==> src/rtl/switch_ingress_port.sv <==
// rtl/switch_ingress_port.sv - serial frame receiver with SFD/source check and frame FIFO
// Optional saturating drop counter built when INGRESS_DROP_CNT_EN is defined.
module switch_ingress_port #(
    parameter int         DEPTH       = 16,
    parameter int         ADDR_WIDTH  = 4,
    parameter logic [3:0] SFD_PATTERN = 4'b0101,
    parameter int         FIFO_DEPTH  = 4
) (
    input  logic                          clk,
    input  logic                          rst_n,
    input  logic                          rx_bit,
    output logic [DEPTH-1:0]              out_frame,
    output logic [ADDR_WIDTH-1:0]         out_dst,
    output logic [ADDR_WIDTH-1:0]         out_src,
    output logic                          out_valid,
    input  logic                          out_ready,
    output logic [$clog2(FIFO_DEPTH):0]   fifo_level,
    output logic [7:0]                    drop_cnt
);

    localparam int PW = $clog2(FIFO_DEPTH);
    localparam int LW = PW + 1;
    localparam int CW = $clog2(DEPTH);

    typedef enum logic [1:0] {
        S_IDLE,
        S_SHIFT,
        S_CHECK
    } state_t;

    state_t             state_q, state_d;
    logic               rx_d1_q;
    logic [DEPTH-1:0]   shreg_q, shreg_d;
    logic [CW-1:0]      cnt_q, cnt_d;
    logic [LW-1:0]      wr_ptr_q, rd_ptr_q;
    logic [DEPTH-1:0]   mem_q [FIFO_DEPTH];

    logic [3:0]             rx_sfd;
    logic [ADDR_WIDTH-1:0]  rx_src;
    logic                   frame_ok;
    logic                   full;
    logic                   pop;
    logic                   push;

    always_comb begin
        state_d = state_q;
        shreg_d = shreg_q;
        cnt_d   = cnt_q;
        case (state_q)
            S_IDLE: begin
                // Falling edge on the idle-high line marks the start bit (SFD MSB).
                if (rx_d1_q && !rx_bit) begin
                    shreg_d = {shreg_q[DEPTH-2:0], rx_bit};
                    cnt_d   = CW'(DEPTH - 1);
                    state_d = S_SHIFT;
                end
            end
            S_SHIFT: begin
                shreg_d = {shreg_q[DEPTH-2:0], rx_bit};
                cnt_d   = cnt_q - CW'(1);
                if (cnt_q == CW'(1)) begin
                    state_d = S_CHECK;
                end
            end
            S_CHECK: begin
                state_d = S_IDLE;
            end
            default: begin
                state_d = S_IDLE;
            end
        endcase
    end

    always_ff @(posedge clk or negedge rst_n) begin
        if (!rst_n) begin
            state_q <= S_IDLE;
            rx_d1_q <= 1'b1;
            shreg_q <= '0;
            cnt_q   <= '0;
        end else begin
            state_q <= state_d;
            rx_d1_q <= rx_bit;
            shreg_q <= shreg_d;
            cnt_q   <= cnt_d;
        end
    end

    assign rx_sfd   = shreg_q[DEPTH-1 -: 4];
    assign rx_src   = shreg_q[DEPTH-5-ADDR_WIDTH -: ADDR_WIDTH];
    assign frame_ok = (rx_sfd == SFD_PATTERN) && (rx_src != {ADDR_WIDTH{1'b1}});

    assign fifo_level = wr_ptr_q - rd_ptr_q;
    assign full       = (fifo_level == LW'(FIFO_DEPTH));
    assign out_valid  = (wr_ptr_q != rd_ptr_q);
    assign pop        = out_valid && out_ready;
    // A pop at the CHECK edge frees a slot, so a full FIFO can still accept.
    assign push       = (state_q == S_CHECK) && frame_ok && (!full || pop);

    always_ff @(posedge clk or negedge rst_n) begin
        if (!rst_n) begin
            wr_ptr_q <= '0;
            rd_ptr_q <= '0;
            for (int i = 0; i < FIFO_DEPTH; i++) begin
                mem_q[i] <= '0;
            end
        end else begin
            if (push) begin
                mem_q[wr_ptr_q[PW-1:0]] <= shreg_q;
                wr_ptr_q                <= wr_ptr_q + LW'(1);
            end
            if (pop) begin
                rd_ptr_q <= rd_ptr_q + LW'(1);
            end
        end
    end

    assign out_frame = mem_q[rd_ptr_q[PW-1:0]];
    assign out_dst   = out_frame[DEPTH-5 -: ADDR_WIDTH];
    assign out_src   = out_frame[DEPTH-5-ADDR_WIDTH -: ADDR_WIDTH];

`ifdef INGRESS_DROP_CNT_EN
    logic       drop;
    logic [7:0] drop_q;

    assign drop = (state_q == S_CHECK) && !push;

    always_ff @(posedge clk or negedge rst_n) begin
        if (!rst_n) begin
            drop_q <= 8'd0;
        end else if (drop && (drop_q != 8'hFF)) begin
            drop_q <= drop_q + 8'd1;
        end
    end

    assign drop_cnt = drop_q;
`else
    assign drop_cnt = 8'd0;
`endif

endmodule

==> config.mk <==
export PLATFORM = sky130hd
export DESIGN_NAME = switch_ingress_port
export DESIGN_NICKNAME = d
export VERILOG_FILES = /design/src/rtl/switch_ingress_port.sv
export SDC_FILE = /design/constraint.sdc
export NUM_CORES = 1
export LEC_CHECK = 0
export CAP_MARGIN = 20
export CORE_AREA = 2 2 87 89
export CTS_CLUSTER_DIAMETER = 60
export DETAILED_ROUTE_END_ITERATION = 7
export DIE_AREA = 0 0 89 91
export PLACE_DENSITY = 0.78
export REMOVE_ABC_BUFFERS = 1
export SYNTH_ARGS = -nofsm -noshare
export SYNTH_HDL_FRONTEND = slang
export SYNTH_SLANG_ARGS = --single-unit
==> constraint.sdc <==
create_clock -name clk -period 7.2 [get_ports clk]
set_clock_uncertainty 0.15 [all_clocks]
set_input_delay 1.44 -clock clk [delete_from_list [all_inputs] [get_ports clk]]
set_output_delay 1.44 -clock clk [all_outputs]
set_load 0.1 [all_outputs]
## Yosys cells after proc, flatten, opt, wreduce, memory -nomap -nowiden

Cells that the tools add are included.

- Add/subtract/negate cells: 4
- Order comparisons: 3
- Eq/ne operators: 9
- Multiplexer cells: 13
- Bitwise operators: 2
- Reductions and logical operators: 13

Operators by type and width:

| kind | count |
|---|---|
| 64-bit bitwise mux | 1 |
| 16-bit two-way mux | 4 |
| 16-bit binary-select mux with 2-bit select | 1 |
| 16-bit demux with 2-bit select | 1 |
| 16-bit case mux with 2 select lines | 1 |
| 4-bit case mux with 2 select lines | 1 |
| 3-bit by 1-bit adder with 3-bit output, second input constant | 2 |
| 3-bit >= comparator, second input constant | 2 |
| 1-bit logical AND | 6 |
| 2-bit NOT with 3-bit output | 2 |
| 4-bit by 1-bit == test with 1-bit output, second input constant | 1 |
| 4-bit by 3-bit == test with 1-bit output, second input constant | 1 |
| 2-bit two-way mux | 2 |
| 4-bit two-way mux | 1 |
| 2-bit != test, second input constant | 2 |
| 4-bit != test, second input constant | 1 |
| 2-bit case mux with 2 select lines | 1 |
| 2-bit AND reduction | 2 |
| 4-bit by 1-bit subtractor with 4-bit output, second input constant | 1 |
| 3-bit == test, second input constant | 1 |
| 3-bit by 1-bit < comparator with 1-bit output, second input constant | 1 |
| 3-bit != test | 1 |
| 3-bit subtractor | 1 |
| 2-bit by 1-bit == test with 1-bit output, second input constant | 1 |
| 5 further kinds | 6 |

- Bits in registers: 93
- Input port bits: 4
- Output and inout port bits: 36
- Logic and storage cells: 54

## Longest topological paths before layout

- Depth after elaboration: 6
- Gate-level depth with buffers: 9
- Mapped depth without buffers: 8

## Least setup slack after synthesis

No wires, ideal clock.

- Path kind: reg2out
- Start point: register rd_ptr_q[1]
- End point: output fifo_level[2]
- Arrival time: 2.728 ns
- Required time: 5.610 ns
- Slack: 2.882 ns
- Stages on the path, launching flop included: 6
- Buffers on the path: 2
- Cells stage by stage: dfrtp_1 > clkbuf_1 > clkbuf_1 > inv_1 > fa_1 > xnor2_2

- Word-level cells in the longest chain between the ends: 1

Ends and longest elaborated chain:

| item | line | RTL |
|---|---|---|
| start, declared | 35 | `logic [LW-1:0] wr_ptr_q, rd_ptr_q;` |
| start signal, assigned | 112 | `rd_ptr_q <= rd_ptr_q + LW'(1);` |
| 3-bit subtractor | 92 | `assign fifo_level = wr_ptr_q - rd_ptr_q;` |
| end, declared | 17 | `output logic [$clog2(FIFO_DEPTH):0] fifo_level,` |

Every way passes these cells.

## Worst setup path in the final report

Ends and elaborated chain as after synthesis.

==> results by group <==
Outcome
  • Status: complete, no violations

Worst setup path
  • Delay-heaviest family, CP: buffers and inverters
  • Kind of critical path: flop to output pin
  • CP cell instances: inv_1, fa_1, xnor2_2, clkdlybuf4s50_1
  • Max incr delay on CP: about 1200 ps
  • Slowest cell on the critical path: clkdlybuf4s50_1
  • CP arrival: 3630 ps
  • Critical Path RT: 5610 ps
  • Crit Path Max Fanout: 19
  • Kind of end point of the critical path: output pin
  • Worst Path Buf+Inv: 2
  • Critical Path Source Type: flop

Final layout
  • Post-route cell area: between 0.004 and 0.005 mm^2
  • Layout Utilization: around two thirds
  • Register area: ~0.0023 mm^2
  • ANT cells: 0
  • Synth-to-Final Area Change: 12.1%
  • Share of cells above drive strength 1: approximately two fifths
  • Fin nets: ~320
  • Fill cells: around 530
  • Multi-input logic area: 0.00171 mm^2

Drt
  • WL/cell: around 17 um
  • Antenna Violating Nets Remaining: 0
  • TritonRoute pass-1 iters: 4
  • DR vias: about 2.2k
  • Vias/cell: ~5.4
  • Starting DRC count in detailed routing: between 60 and 70
  • DRC viols: 0
  • Routed wire length: approximately 7100 um

Clock network
  • CTS Sinks: 93
  • Later-pin clock latency in the skew report: roughly 350 ps
  • Root buf cell: clkbuf_8
  • # resized after CTS: 0
  • H-tree depth: 3
  • Number of CTS-inserted buffers: 9
  • Clk slew on worst S/H paths: about 90 ps
  • Clock Path Buffers: 2
  • Post-CTS setup buffers: 0
  • CTS Hold Bufs: 0
  • CTS tree: done

STA
  • Worst-Margin Slew: 1020 ps
  • Fin. max-slew vios: 0
  • Period utilization: between 70 and 80%
  • Final Hold Violating Endpoints: 0
  • Final setup vio count: 0
  • Final TNS setup: 0 ps
  • FMAX: about 190 MHz
  • Min Clock Period, post-route: 5220 ps
  • Unrepaired setup endpoints after global routing: no
  • Fin Hold WS: about 320 ps
  • Slew headroom: between 30% and 40%

Yosys
  • Yosys warns: 0
  • Mapped Area: 0.00422 mm^2
  • Seq/Total Area, Yosys: 55.2%
  • Yosys reg bits: 93
  • Synth unique cells: 35
  • Post-Syn Instances: about 280
  • Post-Syn Area per Cell: around 15 um^2

Floorplan
  • DIE WIDTH: slightly below 90 um
  • IO Pins: 40
  • Full die area: approximately 0.008 mm^2
  • Initial Util: between 50% and 60%
  • Std-Cell Rows: 31
  • Core area: 0.00714 mm^2
  • Die Ht: 91 um

Job
  • Max_cap viols: 0

Power
  • Pleak: 0.00214 uW
  • Power Density: roughly 330 mW/mm^2
  • Tot Pwr: about 1600 uW
  • Max rail drop VDD: ~0.15 mV

Hold path
  • Worst hold path class: flop to flop

Placement
  • Cell Area, Placed: 0.00451 mm^2
  • Routability cong.: 0.790
  • Hpwl dp: 4390 um
  • PortBufs: 31

GRT
  • Gr usage total: 20.0%
  • Initial antenna violation count: 0
  • First-pass GRT wire length: approximately 12000 um
  • Congestion Overflow GR: 0
  • Number of global-route vias before repair: about 2.4k
  • Largest net degree at the start of global routing: 74
[kinds of logic (layout without fill, tap and decap cells)]
| logic type | count (synthesis) | after routing | synth area share (%) |
|---|---|---|---|
| fa+ha+maj | 10 | 10 | 3.14 |
| mux | 81 | 81 | 25.9 |
| other cells | 1 | 8 | 0.0889 |
| buf+inv | 34 | 58 | 5.04 |
| flops | 93 | 93 | 55.2 |
| simple gates | 46 | 46 | 6.50 |
| compound gates | 13 | 13 | 2.52 |
| xor+xnor | 6 | 6 | 1.60 |
[cell type report]
cell class	count	area share, %
Sequential cell	93	49.2
Timing Repair Buffer	34	7.06
Tap cell	99	2.62
Clock inverter	6	1.46
Multi-Input combinational cell	164	36.1
Inverter	8	0.635
Clock buffer	10	2.91
[synth_stat cells]
master | n | area [um^2]
a21oi_4 | 2 | 32.5
buf_1 | 1 | 3.75
xor2_1 | 1 | 8.76
dfstp_2 | 1 | 26.3
buf_6 | 2 | 22.5
o32ai_2 | 1 | 16.3
and2_1 | 1 | 6.26
dfrtp_1 | 92 | 2300
mux4_2 | 16 | 360
nand3_1 | 3 | 15.0
nand2b_1 | 1 | 6.26
xor2_2 | 1 | 16.3
and4bb_2 | 1 | 12.5
clkbuf_1 | 3 | 11.3
xnor2_2 | 1 | 16.3
nor3_1 | 2 | 10.0
conb_1 | 1 | 3.75
o21ai_0 | 2 | 10.0
and2b_2 | 4 | 35.0
nor2b_1 | 5 | 31.3
inv_1 | 8 | 30.0
and3_1 | 1 | 6.26
a21oi_2 | 2 | 17.5
or2_2 | 9 | 56.3
fa_1 | 1 | 20.0
nor2_1 | 9 | 33.8
mux2_2 | 65 | 732
buf_4 | 18 | 135
buf_2 | 2 | 10.0
xnor2_1 | 3 | 26.3
a21oi_1 | 6 | 30.0
nand4_1 | 5 | 31.3
nand3b_1 | 3 | 22.5
nand2_1 | 2 | 7.51
ha_1 | 9 | 113
[layout by cell type (no fill, tap or decap), types with 2 or more instances in the layout]
cell type,n
nor2b_1,5
conb_1,8
xnor2_1,3
nand2_1,2
a21oi_4,2
ha_1,9
nand4_1,5
inv_1,8
o21ai_0,2
dfrtp_1,92
clkbuf_8,10
buf_4,3
nand3_1,3
a21oi_2,3
and2b_2,4
a21oi_1,5
clkdlybuf4s50_1,30
mux4_2,16
mux2_2,65
or2_2,9
nor3_1,2
inv_6,3
nand3b_1,3
nor2_1,9
[path summary, 6_finish.rpt]
kind / startpoint / to / slack, ps / cells past startpoint
worst max-delay path: rd_ptr_q[1] / fifo_level[2] / 1980 / 4
worst min-delay path: mem_q[12] / mem_q[12] / 320 / 1
worst max register to register: rd_ptr_q[1] / mem_q[51] / 3650 / 6
worst min register to register: mem_q[12] / mem_q[12] / 320 / 1
max in group asynchronous: rst_n / mem_q[35] / 4930 / 2
min in group asynchronous: rst_n / wr_ptr_q[2] / 800 / 1
[power by group]
part           internal (uW)  switching, uW  total [uW]
combinational            196            322         519
clock                    173            182         355
sequential               595            107         702
[flip-flops by register name, summed over array words and instances (netlist names)]
register,flops
shreg_q,16
wr_ptr_q,3
state_q,2
mem_q,64
rx_d1_q,1
rd_ptr_q,3
cnt_q,4
[stage by stage]
stage,instances,worst slack [ps]
after floorplan,265,2790
after global placement,397,2400
after detailed placement,397,2360
after CTS,413,1950
after global routing,414,1850
final,414,1980
[routing by layer]
metal	GRT usage [%]	part of all wire, %	up-vias
li1	-	-	1033
met1	28.8	48	1139
met2	30.0	48	47
met3	3.91	2.5	13
met4	7.96	2.0	0
met5	0	0	-
Note: power is estimated with default switching activity, not from simulation.
